$ cat config.mk
export PLATFORM = sky130hd
export DESIGN_NAME = cuckoo_access_controller
export DESIGN_NICKNAME = d
export VERILOG_FILES = /design/src/rtl/cuckoo_access_controller.sv
export SDC_FILE = /design/constraint.sdc
export NUM_CORES = 1
export LEC_CHECK = 0
export ABC_AREA = 1
export CAP_MARGIN = 20
export CORE_MARGIN = 5
export CORE_UTILIZATION = 35
export DETAILED_ROUTE_END_ITERATION = 10
export PLACE_DENSITY = 0.67
export SETUP_SLACK_MARGIN = 0.2
export SLEW_MARGIN = 15
export SYNTH_ARGS = -nofsm -noshare
export SYNTH_HDL_FRONTEND = slang
export SYNTH_SLANG_ARGS = --single-unit
$ cat constraint.sdc
create_clock -name clk -period 2.6 [get_ports clk]
set_input_delay 0.65 -clock clk [delete_from_list [all_inputs] [get_ports clk]]
set_output_delay 0.65 -clock clk [all_outputs]
set_load 0.02 [all_outputs]
$ cat src/rtl/cuckoo_access_controller.sv
// cuckoo_access_controller
// Sequences lookup / insert / delete requests on a two-table cuckoo hash. Each pass reads the
// candidate buckets of both tables (RD) and then decides and writes (CMP). Inserts that find both
// buckets occupied run a displacement chain that is bounded by MAX_KICKS swaps.
//
// Ports:
//   clk, reset                  clock, asynchronous active-low reset
//   req_*                       request handshake (op, key, insert payload)
//   resp_*                      response handshake (status, key, data), held until accepted
//   hash_key_o, hash_adr0/1_i   key under placement/search and its combinational bucket hashes
//   tN_adr_o, tN_rd_en_o        bucket address and read strobe (read data returns next cycle)
//   tN_wr_en_o, tN_wr_*_o       write strobe and write word, committed at the clock edge
//   tN_rd_*_i                   read word from table N
module cuckoo_access_controller #(
  parameter int unsigned KEY_WIDTH      = 8,
  parameter int unsigned DATA_WIDTH     = 8,
  parameter int unsigned HASH_ADR_WIDTH = 4,
  parameter int unsigned MAX_KICKS      = 4
) (
  input  logic                      clk,
  input  logic                      reset,
  input  logic                      req_valid_i,
  output logic                      req_ready_o,
  input  logic [1:0]                req_op_i,
  input  logic [KEY_WIDTH-1:0]      req_key_i,
  input  logic [DATA_WIDTH-1:0]     req_data_i,
  output logic                      resp_valid_o,
  input  logic                      resp_ready_i,
  output logic [1:0]                resp_status_o,
  output logic [KEY_WIDTH-1:0]      resp_key_o,
  output logic [DATA_WIDTH-1:0]     resp_data_o,
  output logic [KEY_WIDTH-1:0]      hash_key_o,
  input  logic [HASH_ADR_WIDTH-1:0] hash_adr0_i,
  input  logic [HASH_ADR_WIDTH-1:0] hash_adr1_i,
  output logic [HASH_ADR_WIDTH-1:0] t0_adr_o,
  output logic                      t0_rd_en_o,
  output logic                      t0_wr_en_o,
  output logic [KEY_WIDTH-1:0]      t0_wr_key_o,
  output logic [DATA_WIDTH-1:0]     t0_wr_data_o,
  output logic                      t0_wr_valid_o,
  input  logic [KEY_WIDTH-1:0]      t0_rd_key_i,
  input  logic [DATA_WIDTH-1:0]     t0_rd_data_i,
  input  logic                      t0_rd_valid_i,
  output logic [HASH_ADR_WIDTH-1:0] t1_adr_o,
  output logic                      t1_rd_en_o,
  output logic                      t1_wr_en_o,
  output logic [KEY_WIDTH-1:0]      t1_wr_key_o,
  output logic [DATA_WIDTH-1:0]     t1_wr_data_o,
  output logic                      t1_wr_valid_o,
  input  logic [KEY_WIDTH-1:0]      t1_rd_key_i,
  input  logic [DATA_WIDTH-1:0]     t1_rd_data_i,
  input  logic                      t1_rd_valid_i
);

  localparam int unsigned KickW = $clog2(MAX_KICKS + 1);

  localparam logic [1:0] OpLookup = 2'b00;
  localparam logic [1:0] OpInsert = 2'b01;
  localparam logic [1:0] OpDelete = 2'b10;
  localparam logic [1:0] OpBad    = 2'b11;

  localparam logic [1:0] StsOk    = 2'b00;
  localparam logic [1:0] StsMiss  = 2'b01;
  localparam logic [1:0] StsFull  = 2'b10;
  localparam logic [1:0] StsBadOp = 2'b11;

  typedef enum logic [1:0] {StIdle, StRd, StCmp, StResp} state_e;

  state_e                    state_q;
  logic [1:0]                op_q;
  logic [KEY_WIDTH-1:0]      cur_key_q;
  logic [DATA_WIDTH-1:0]     cur_data_q;
  logic [HASH_ADR_WIDTH-1:0] adr0_q, adr1_q;
  logic                      way_q;
  logic [KickW-1:0]          kick_q;
  logic                      ready_q;
  logic                      resp_valid_q;
  logic [1:0]                resp_status_q;
  logic [KEY_WIDTH-1:0]      resp_key_q;
  logic [DATA_WIDTH-1:0]     resp_data_q;

  // CMP-stage decision
  logic                      match0, match1;
  logic                      cmp_done;
  logic [1:0]                cmp_status;
  logic [DATA_WIDTH-1:0]     cmp_data;
  logic                      wr0_sel, wr1_sel;
  logic                      wr_valid;
  logic [KEY_WIDTH-1:0]      old_key;
  logic [DATA_WIDTH-1:0]     old_data;
  logic [KickW-1:0]          kick_next;

  assign kick_next = kick_q + KickW'(1);

  // When a swap happens, the evicted entry comes from whichever table is being written.
  assign old_key  = wr1_sel ? t1_rd_key_i  : t0_rd_key_i;
  assign old_data = wr1_sel ? t1_rd_data_i : t0_rd_data_i;

  always_comb begin
    match0     = t0_rd_valid_i && (t0_rd_key_i == cur_key_q);
    match1     = t1_rd_valid_i && (t1_rd_key_i == cur_key_q);
    cmp_done   = 1'b0;
    cmp_status = StsOk;
    cmp_data   = cur_data_q;
    wr0_sel    = 1'b0;
    wr1_sel    = 1'b0;
    wr_valid   = 1'b1;
    if (kick_q == '0) begin
      case (op_q)
        OpLookup: begin
          cmp_done = 1'b1;
          if (match0)      cmp_data = t0_rd_data_i;
          else if (match1) cmp_data = t1_rd_data_i;
          else             cmp_status = StsMiss;
        end
        OpDelete: begin
          cmp_done = 1'b1;
          wr_valid = 1'b0;
          if (match0)      wr0_sel = 1'b1;
          else if (match1) wr1_sel = 1'b1;
          else             cmp_status = StsMiss;
        end
        OpInsert: begin
          if (match0) begin
            wr0_sel  = 1'b1;
            cmp_done = 1'b1;
          end else if (match1) begin
            wr1_sel  = 1'b1;
            cmp_done = 1'b1;
          end else if (!t0_rd_valid_i) begin
            wr0_sel  = 1'b1;
            cmp_done = 1'b1;
          end else if (!t1_rd_valid_i) begin
            wr1_sel  = 1'b1;
            cmp_done = 1'b1;
          end else begin
            wr0_sel  = 1'b1;  // both full: first swap always goes into T0
          end
        end
        default: begin
          cmp_done   = 1'b1;
          cmp_status = StsBadOp;
        end
      endcase
    end else if (!way_q) begin
      // Kick pass: only table `way` is considered, no key match.
      wr0_sel  = 1'b1;
      cmp_done = !t0_rd_valid_i;
    end else begin
      wr1_sel  = 1'b1;
      cmp_done = !t1_rd_valid_i;
    end
  end

  // Memory-side strobes, decoded from the current state.
  always_comb begin
    t0_adr_o      = '0;
    t1_adr_o      = '0;
    t0_rd_en_o    = 1'b0;
    t1_rd_en_o    = 1'b0;
    t0_wr_en_o    = 1'b0;
    t1_wr_en_o    = 1'b0;
    t0_wr_key_o   = '0;
    t0_wr_data_o  = '0;
    t0_wr_valid_o = 1'b0;
    t1_wr_key_o   = '0;
    t1_wr_data_o  = '0;
    t1_wr_valid_o = 1'b0;
    case (state_q)
      StRd: begin
        t0_adr_o   = hash_adr0_i;
        t1_adr_o   = hash_adr1_i;
        t0_rd_en_o = 1'b1;
        t1_rd_en_o = 1'b1;
      end
      StCmp: begin
        t0_adr_o = adr0_q;
        t1_adr_o = adr1_q;
        if (wr0_sel) begin
          t0_wr_en_o    = 1'b1;
          t0_wr_key_o   = cur_key_q;
          t0_wr_data_o  = cur_data_q;
          t0_wr_valid_o = wr_valid;
        end
        if (wr1_sel) begin
          t1_wr_en_o    = 1'b1;
          t1_wr_key_o   = cur_key_q;
          t1_wr_data_o  = cur_data_q;
          t1_wr_valid_o = wr_valid;
        end
      end
      default: ;
    endcase
  end

  always_ff @(posedge clk or negedge reset) begin
    if (!reset) begin
      state_q       <= StIdle;
      op_q          <= OpLookup;
      cur_key_q     <= '0;
      cur_data_q    <= '0;
      adr0_q        <= '0;
      adr1_q        <= '0;
      way_q         <= 1'b0;
      kick_q        <= '0;
      ready_q       <= 1'b0;
      resp_valid_q  <= 1'b0;
      resp_status_q <= StsOk;
      resp_key_q    <= '0;
      resp_data_q   <= '0;
    end else begin
      case (state_q)
        StIdle: begin
          if (req_valid_i && ready_q) begin
            op_q       <= req_op_i;
            cur_key_q  <= req_key_i;
            cur_data_q <= req_data_i;
            kick_q     <= '0;
            way_q      <= 1'b0;
            ready_q    <= 1'b0;
            if (req_op_i == OpBad) begin
              state_q       <= StResp;
              resp_valid_q  <= 1'b1;
              resp_status_q <= StsBadOp;
              resp_key_q    <= req_key_i;
              resp_data_q   <= req_data_i;
            end else begin
              state_q <= StRd;
            end
          end else begin
            ready_q <= 1'b1;  // first idle cycle after reset raises ready
          end
        end
        StRd: begin
          adr0_q  <= hash_adr0_i;
          adr1_q  <= hash_adr1_i;
          state_q <= StCmp;
        end
        StCmp: begin
          if (cmp_done) begin
            state_q       <= StResp;
            resp_valid_q  <= 1'b1;
            resp_status_q <= cmp_status;
            resp_key_q    <= cur_key_q;
            resp_data_q   <= cmp_data;
          end else begin
            cur_key_q  <= old_key;
            cur_data_q <= old_data;
            way_q      <= ~wr1_sel;
            kick_q     <= kick_next;
            if (kick_next == KickW'(MAX_KICKS)) begin
              state_q       <= StResp;
              resp_valid_q  <= 1'b1;
              resp_status_q <= StsFull;
              resp_key_q    <= old_key;
              resp_data_q   <= old_data;
            end else begin
              state_q <= StRd;
            end
          end
        end
        StResp: begin
          if (resp_ready_i) begin
            resp_valid_q <= 1'b0;
            ready_q      <= 1'b1;
            state_q      <= StIdle;
          end
        end
        default: state_q <= StIdle;
      endcase
    end
  end

  assign req_ready_o   = ready_q;
  assign resp_valid_o  = resp_valid_q;
  assign resp_status_o = resp_status_q;
  assign resp_key_o    = resp_key_q;
  assign resp_data_o   = resp_data_q;
  assign hash_key_o    = cur_key_q;

endmodule

==> run metrics <==
die area=13470 um^2; Cell Int Power=4.337 mW; Iter 0 DRT Violations=330; R2R Setup Slk=-0.23 ns; overall die height=116.1 um; RSZ-0062 raised after global routing=true; htree depth=2; total iterations of the first detailed-routing run=5; synthesized net count=664; Area contributors post-synth=dfrtp_1, nand2_1, nor2_1, a21oi_1, inv_1; vias in the first global route=4949; PortBufs=137; number of synthesized flops with an enable pin=0; worst hold slack=0.4055 ns; pre-CTS setup slack=-1.243 ns; RePlAce Congestion=0.9131; violated checks=negative setup slack; initial core utilization=36.00%; Pleak=3.325 nW; grt ovf=0; critical path class=register to primary output; clock latency on the worst-skew pair=0.30 ns; met3 WL=1.327 mm; WL met2=8.157 mm; Pwr Density=1187 nW/um^2; maximum root-to-sink buffer count=2; DRC violations left=0; antenna fix cells=0; TritonCTS buffer count=5; Hold-fix buffers, CTS=0; min Tclk post-route=2.962 ns; layout cells sized above 1=39.11%; WL met1=6.796 mm; sw frac=49.15%; count leader, synth=nand2_1; Max-Cap Viols=0; RR Endpoint=resp_data_o[6]; Setup crit end kind=primary output; Detailed Place HPWL=11.34 mm; # IOs=138; clock root cell=clkbuf_16; Final Util=65.71%; CTS tree=built; total track usage=22.90%; CORE AREA=10940 um^2; Post-Place Cell Area=6281 um^2; critical-path maximum fanout=7; data arrival time of the worst path=2.31 ns; first-pass GRT wire length=24.36 mm; synth unique cells=34; Vias=5019; status=finished with violations; initial antenna violation count=0; Final period util=113.9%; DP Cell Count=930; Nets=911; largest net degree at the start of global routing=42; Logic pwr share=74.5%; worst clock skew=0.008869 ns; Setup WS post-layout=-0.3619 ns; sequential area share after synthesis=33.06%; Final Instance Area=7186 um^2; net switching power=4.192 mW; number of placement rows=38; area of the multi-input gates=2751 um^2; Cells after Synth=588; Synth async-reset ratio=100.0%; Die Wd=116.1 um; Synth top cells by count=nand2_1, nor2_1, inv_1, a21oi_1, dfrtp_1; clk slew on worst S/H paths=0.07 ns; final setup violation count=44; share of power burned in registers=17.4%; Reg2Reg Depth=24; # clock sinks=52; dominant cell type by area after synthesis=dfrtp_1; sequential cell area=1311 um^2; synthesized area=3936 um^2; Post-Route WL=16.70 mm; Clk pwr share=8.1%; Fillers=914; post-route ant nets=0; Synth top area share=33.06%; post-synthesis register bit count=52; Req. time, crit path=1.95 ns; Min-Delay Path Class=primary input to asynchronous set/reset pin; Worst-Margin Slew=0.7223 ns; top routing layer used=met4; Synthesis Warnings=0; Finished Layout Cells=976; commonest register cell after synthesis=dfrtp_1; Startpoint Class=register; Max Freq=337.6 MHz; Rel. slew slack=51.85%; Vias/cell=5.142; R2R Path Start=hash_key_o[6]; Layout area overhead=82.55%; count of final max-slew check failures=0; worst vdd ir=0.7381 mV; post-DR wirelength/cell=17.11 um; syn avg cell area=6.694 um^2; Hold Vio Cnt, Final=0
cell usage in the layout (no fill, tap or decap), drive strengths merged, types with 5 or more instances in the layout:
cell,netlist,routed
buf,17,178
nand2,151,151
nor2,101,101
clkdlybuf4s50,0,72
inv,72,71
a21oi,58,58
o21ai,53,53
dfrtp,52,52
nand3,22,22
clkbuf,6,15
o211ai,13,13
ha,12,12
xnor2,11,11
o22ai,5,5
power groups by stage:
stage / combinational [mW] / sequential, mW / clock [mW]
2_1_floorplan: 2.89 / 1.67 / 0
3_3_place_gp: 5.20 / 1.45 / 0
3_5_place_dp: 5.28 / 1.47 / 0
4_1_cts: 5.76 / 1.47 / 0.701
5_1_grt: 6.82 / 1.53 / 0.733
6_report: 6.35 / 1.49 / 0.689
worst max-delay path, stage by stage, from the launching register on:
cell	delay [ns]
dfrtp_2	0.46
inv_2	0.11
nand2_2	0.08
nand2_2	0.09
nand2_2	0.09
nor2_4	0.15
nand3_4	0.12
buf_6	0.14
nand3_2	0.06
nand2_2	0.05
nand2_2	0.08
nand2_4	0.05
nand2_4	0.07
nor2_4	0.05
inv_4	0.10
buf_12	0.16
nor2_4	0.04
buf_6	0.13
state kept, by name (all words and copies together) (netlist names):
| signal | cells |
|---|---|
| cur_data_q | 8 |
| hash_key_o | 8 |
| resp_data_o | 8 |
| resp_key_o | 8 |
| adr0_q | 4 |
| adr1_q | 4 |
| kick_q | 3 |
| op_q | 2 |
| resp_status_o | 2 |
| state_q | 2 |
| req_ready_o | 1 |
| resp_valid_o | 1 |
| way_q | 1 |
per-layer routing:
layer,GRT usage (%),vias to the layer above
met1,29.12,2374
met5,0,-
li1,-,2388
met3,4.334,38
met2,40.16,219
met4,5.491,0
cell families after synthesis:
logic type	share of synthesized area, %
fa+ha+maj	3.814
compound gates	18.91
buf+inv	11.13
xor+xnor	2.447
flops	33.06
simple gates	30.64
stage by stage:
stage,power [mW],TNS [ns]
2_1_floorplan,4.561,-4.889
3_3_place_gp,6.655,-56.05
3_5_place_dp,6.747,-58.30
4_1_cts,7.925,-10.25
5_1_grt,9.079,-18.12
6_report,8.529,-13.96
how the worst max path moves through the flow:
stage | start | end | slack (ns) | cells past startpoint
6_report | hash_key_o[7] | t1_wr_key_o[4] | -0.36 | 17
4_1_cts | t1_rd_key_i[2] | t1_wr_key_o[3] | -0.35 | 19
2_1_floorplan | t1_rd_key_i[2] | t1_wr_data_o[5] | -0.18 | 16
3_5_place_dp | t1_rd_key_i[6] | t1_wr_data_o[5] | -1.24 | 17
3_3_place_gp | t1_rd_key_i[7] | t1_wr_data_o[5] | -1.20 | 16
5_1_grt | hash_key_o[7] | t0_wr_key_o[0] | -0.46 | 15
layout make-up:
type | count | area share (%)
multi-input cells | 439 | 38.29
repair buffers | 262 | 34.49
flip-flops and latches | 52 | 18.25
inverters | 74 | 4.318
well taps | 140 | 2.438
clock buffers | 7 | 1.985
repair inverters | 1 | 0.1219
clock inverters | 1 | 0.1045
repair_timing:
action / CTS / global route
buffers inserted: 26 / 8
hold endpoints to repair: 0 / 0
pin swaps: 57 / 52
gates cloned: 1 / 3
endpoints found under the setup margin: 86 / 82
resized for setup: 382 / 71
(Power assumes the default switching activity.)
==> RTL edit 1 (same settings) <==
Encoding of `state_e`: now one-hot (4 bits for 4 states).
--- a/src/rtl/cuckoo_access_controller.sv
+++ b/src/rtl/cuckoo_access_controller.sv
@@ -64,7 +64,7 @@
   localparam logic [1:0] StsFull  = 2'b10;
   localparam logic [1:0] StsBadOp = 2'b11;
 
-  typedef enum logic [1:0] {StIdle, StRd, StCmp, StResp} state_e;
+  typedef enum logic [3:0] {StIdle = 4'b0001, StRd = 4'b0010, StCmp = 4'b0100, StResp = 4'b1000} state_e;
 
   state_e                    state_q;
   logic [1:0]                op_q;
Formal check against the unedited RTL: no difference found for any inputs over 10 cycles, from zero or initial values and one cycle with reset low; not proved beyond that.
==> RTL edit 1 against the unedited design <==
The flow still finishes with violations (negative setup slack). Sequential power increased by 3%. Worst hold slack got worse by 0.11 ns. Sequential share of layout area is 0.60 points higher. Wire length is 0.95% lower. Area after synthesis up 5.3%. Cell count is 3.8% higher. Via count is 0.48% lower. Total power down 20%. Maximum frequency down 2.4%. Cell area increased by 0.44%. Setup slack got worse by 0.072 ns. Sequential cell count is 2 higher. Critical path type is now in2out.
==> RTL edit 1: results <==
set metrics [dict create \
    crit_start "t1_rd_key_i[6]" \
    via_per_inst 4.93 \
    syn_avg_cell_area_um2 6.52 \
    setup_violations 36 \
    tns_ns -13.32 \
    fin_hold_ws_ns 0.300 \
    setup_ws_ns -0.434 \
    synth_fa_ha_area_share_pct 2.11 \
    tightest_slew_ns 0.499 \
    finClkSkew_ns 0.00802 \
    gp_congestion 0.880 \
    synth_cell_types 42 \
    synth_compound_area_share_pct 14.1 \
    netlist_top_cells_count "149 x nand2_1, 107 x inv_1, 87 x nor2_1" \
    power.internal_w 0.00367 \
    outcome "finished, violations left" \
    critPathMaxFanout 8 \
    violations "negative setup slack" \
    wire_per_inst_um 16.3 \
    finalNonFillerCells 1013 \
    worstRegToRegCells 16 \
    met2_usage_pct 41.3 \
    r2r_slack_ns 0.26 \
    synth_area_leaders "dfrtp_1 32%, nand2_1 13%, inv_1 9.7%" \
    wl_met3_um 956 \
    leakage_nw 3.52 \
    grt_usage_pct 22.7 \
    grt_pass1_wl_um 25700 \
    placed_cell_area_mm2 0.00657 \
    cp.arrival_ns 2.38 \
    met1Wirelength_um 6620 \
    drive_above_1_share_pct 36.6 \
    routed-wl-met2_um 8620 \
]
-- RTL edit 1: cell types whose count changed in the layout (fill, tap and decap cells not counted), moves of 4 or more --
cell	delta
a21oi_1	-20
a22oi_1	-4
buf_4	-8
inv_1	+44
nand2_1	+7
nand2_4	+5
nand3_1	+26
nor2_1	-6
o21ai_1	-10
or2_1	+8
or2_2	+9
xnor2_1	-5
xnor2_2	-5
-- RTL edit 1: what timing repair did --
action                                  CTS  global route
pin swaps                                23            26
setup buffers                            16             8
endpoints found under the setup margin   85            81
cloned                                    1             0
resized for setup                       350            70
-- RTL edit 1: worst max-delay path: stages --
cell	delay (ns)
clkdlybuf4s15_2	0.25
nand2_1	0.08
nand2_2	0.08
nand2_1	0.06
nor2_2	0.10
nand2_1	0.10
nand2_2	0.10
nand3_4	0.09
buf_6	0.12
nand4_1	0.08
nand2_1	0.09
nand2_4	0.17
buf_12	0.18
clkinvlp_4	0.09
buf_6	0.13
-- RTL edit 1: layout make-up --
cell class	instances	area (um^2)
Timing Repair inverter	1	16.3
Timing Repair Buffer	247	2360
Tap cell	143	179
Clock buffer	6	139
Multi-Input combinational cell	441	2630
Inverter	119	490
Sequential cell	54	1360
Fill cell	1027	4300
Clock inverter	2	38.8
-- RTL edit 1: logic make-up after synthesis --
kind of cell | after synthesis
simple gates | 329
buf+inv | 141
compound gates | 103
flops | 54
fa+ha+maj | 7
xor+xnor | 2
-- RTL edit 1: power groups by stage --
stage	logic, W	registers (W)	clock network [W]
final	0.00448	0.00153	0.000839
after CTS	0.00429	0.00152	0.000848
after global routing	0.00486	0.00157	0.000874
after floorplan	0.00217	0.00172	0
after detailed placement	0.00411	0.00153	0
after global placement	0.00402	0.00151	0
==> RTL edit 2 (same flow settings) <==
Made on the original files. Change the parameter `DATA_WIDTH` from 8 to 6.
--- a/src/rtl/cuckoo_access_controller.sv
+++ b/src/rtl/cuckoo_access_controller.sv
@@ -13,7 +13,7 @@
 //   tN_rd_*_i                   read word from table N
 module cuckoo_access_controller #(
   parameter int unsigned KEY_WIDTH      = 8,
-  parameter int unsigned DATA_WIDTH     = 8,
+  parameter int unsigned DATA_WIDTH     = 6,
   parameter int unsigned HASH_ADR_WIDTH = 4,
   parameter int unsigned MAX_KICKS      = 4
 ) (
Interface: changed (6 resized); port bits go from 138 to 126. No check against the original RTL was run, so the function may have changed too.
==> RTL edit 2 against the unedited design <==
The run still ends with negative setup slack left. Total power is 6.2% higher. Setup slack worse by 0.30 ns. Count of clock-buffer cells in the layout is 2 lower. Area after synthesis is 4.0% lower. Largest cell class is now buffers. First-iteration DRC count is 14% higher. Sequential cell count is 4 lower. Wire length is 12% higher. Worst hold slack worse by 0.10 ns. Cell area is 7.2% higher. Critical endpoint is now t1_wr_key_o[0].
==> RTL edit 2: results <==
set metrics [dict create \
    clk-insertion-delay-late_ns 0.32 \
    multi_input_comb_cells 421 \
    slowest_delay_ns 0.53 \
    leakage_nw 3.62 \
    grt_antenna_before_repair 1 \
    clkTransAtPathRegs_ns 0.11 \
    synth_area_leaders "dfrtp_1 32%, nand2_1 15%, nor2_1 8.4%" \
    buffers 306 \
    vias 5237 \
    placed_cell_area_mm2 0.00610 \
    routed-wl-met2_um 9550 \
    fin_nets 925 \
    grt_pass1_wl_um 25000 \
    finalNonFillerCells 997 \
    dp_slack_ns -1.30 \
    clock_buffers 5 \
    grt_pass1_vias 5084 \
    dr.pass1.iters 9 \
    fill_cells 724 \
    wl_met3_um 1370 \
    seq_area_mm2 0.00121 \
    wl_um 18700 \
    drive_above_1_share_pct 51.3 \
    setup_violations 45 \
    tightest_slew_ns 0.485 \
    synth_cell_types 42 \
    final_area_mm2 0.00770 \
    outcome "finished, violations left" \
    worstRegToRegCells 23 \
    setup_ws_ns -0.663 \
    layout.nonclk_buf_share_pct 39.6 \
    netlist_top_cells_count "151 x nand2_1, 85 x nor2_1, 57 x inv_1" \
    syn_avg_cell_area_um2 6.79 \
    multiInputGateArea_mm2 0.00281 \
    tns_ns -20.55 \
    syn_nets 626 \
    vdd_drop_max_uv 776 \
    io_buffers 125 \
    drtIter0Drc 377 \
    finClkSkew_ns 0.0142 \
    ys_ff_latch 48 \
    gp_congestion 0.878 \
    clockNetworkAreaShare_pct 1.49 \
    n_antenna_cell 1 \
    grt_max_degree 49 \
    grt_usage_pct 23.9 \
    inverters 73 \
    synth_sequential_area_ratio_pct 31.8 \
    dp_hpwl_um 10400 \
    dpl.cell_count 899 \
    met1Wirelength_um 6650 \
    violations "negative setup slack" \
    cts-root-buf "clkbuf_8" \
    cp.arrival_ns 2.61 \
    hp-class "in2async" \
]
RTL edit 2: changes by cell type after synthesis, sizes merged, moves of 4 or more:
cell	delta
a21oi	-21
clkbuf	-4
dfrtp	-4
nand2	+14
nor2	+4
o21ai	-4
xnor2	-6
RTL edit 2: repair_timing:
action / CTS / global route
resized for setup: 390 / 125
endpoints found under the setup margin: 78 / 75
hold buffers: 0 / 0
gates cloned: 2 / 4
hold endpoints to repair: 0 / 0
pin swaps: 49 / 69
buffers inserted: 64 / 19
RTL edit 2: layer usage:
layer  vias to the layer above  GRT usage (%)
li1                       2367              -
met1                      2482           27.4
met2                       292           43.6
met3                        96           4.67
met4                         0           9.11
met5                         -              0
RTL edit 2: worst paths after layout:
check	start	slack, ns	endpoint
worst min-delay path	reset	0.30	way_q$_DFFE_PN0P_
worst max register to register	hash_key_o[3]$_DFFE_PN0P_	-0.48	resp_data_o[0]$_DFFE_PN0P_
worst max-delay path	hash_key_o[1]$_DFFE_PN0P_	-0.66	t1_wr_key_o[0]
max in group asynchronous	reset	2.05	hash_key_o[5]$_DFFE_PN0P_
worst min register to register	adr0_q[0]$_DFFE_PN0P_	0.48	adr0_q[0]$_DFFE_PN0P_
min in group clk	adr0_q[0]$_DFFE_PN0P_	0.48	adr0_q[0]$_DFFE_PN0P_
RTL edit 2: power breakdown:
group | switching, W | leakage [nW] | internal [W]
clock network | 0.000311 | 0.0548 | 0.000291
logic | 0.00394 | 2.99 | 0.00309
registers | 0.000307 | 0.572 | 0.00111
total | 0.00456 | 3.62 | 0.00449
RTL edit 2: cells by family after synthesis:
family	count (synthesis)	share of synthesized area, %
AOI/OAI and AO/OA	105	16.5
and+or+nand+nor	299	35.9
DFF	48	31.8
adders and majority gates	12	3.97
buffers and inverters	87	10.7
xor gates and xnor gates	5	1.16
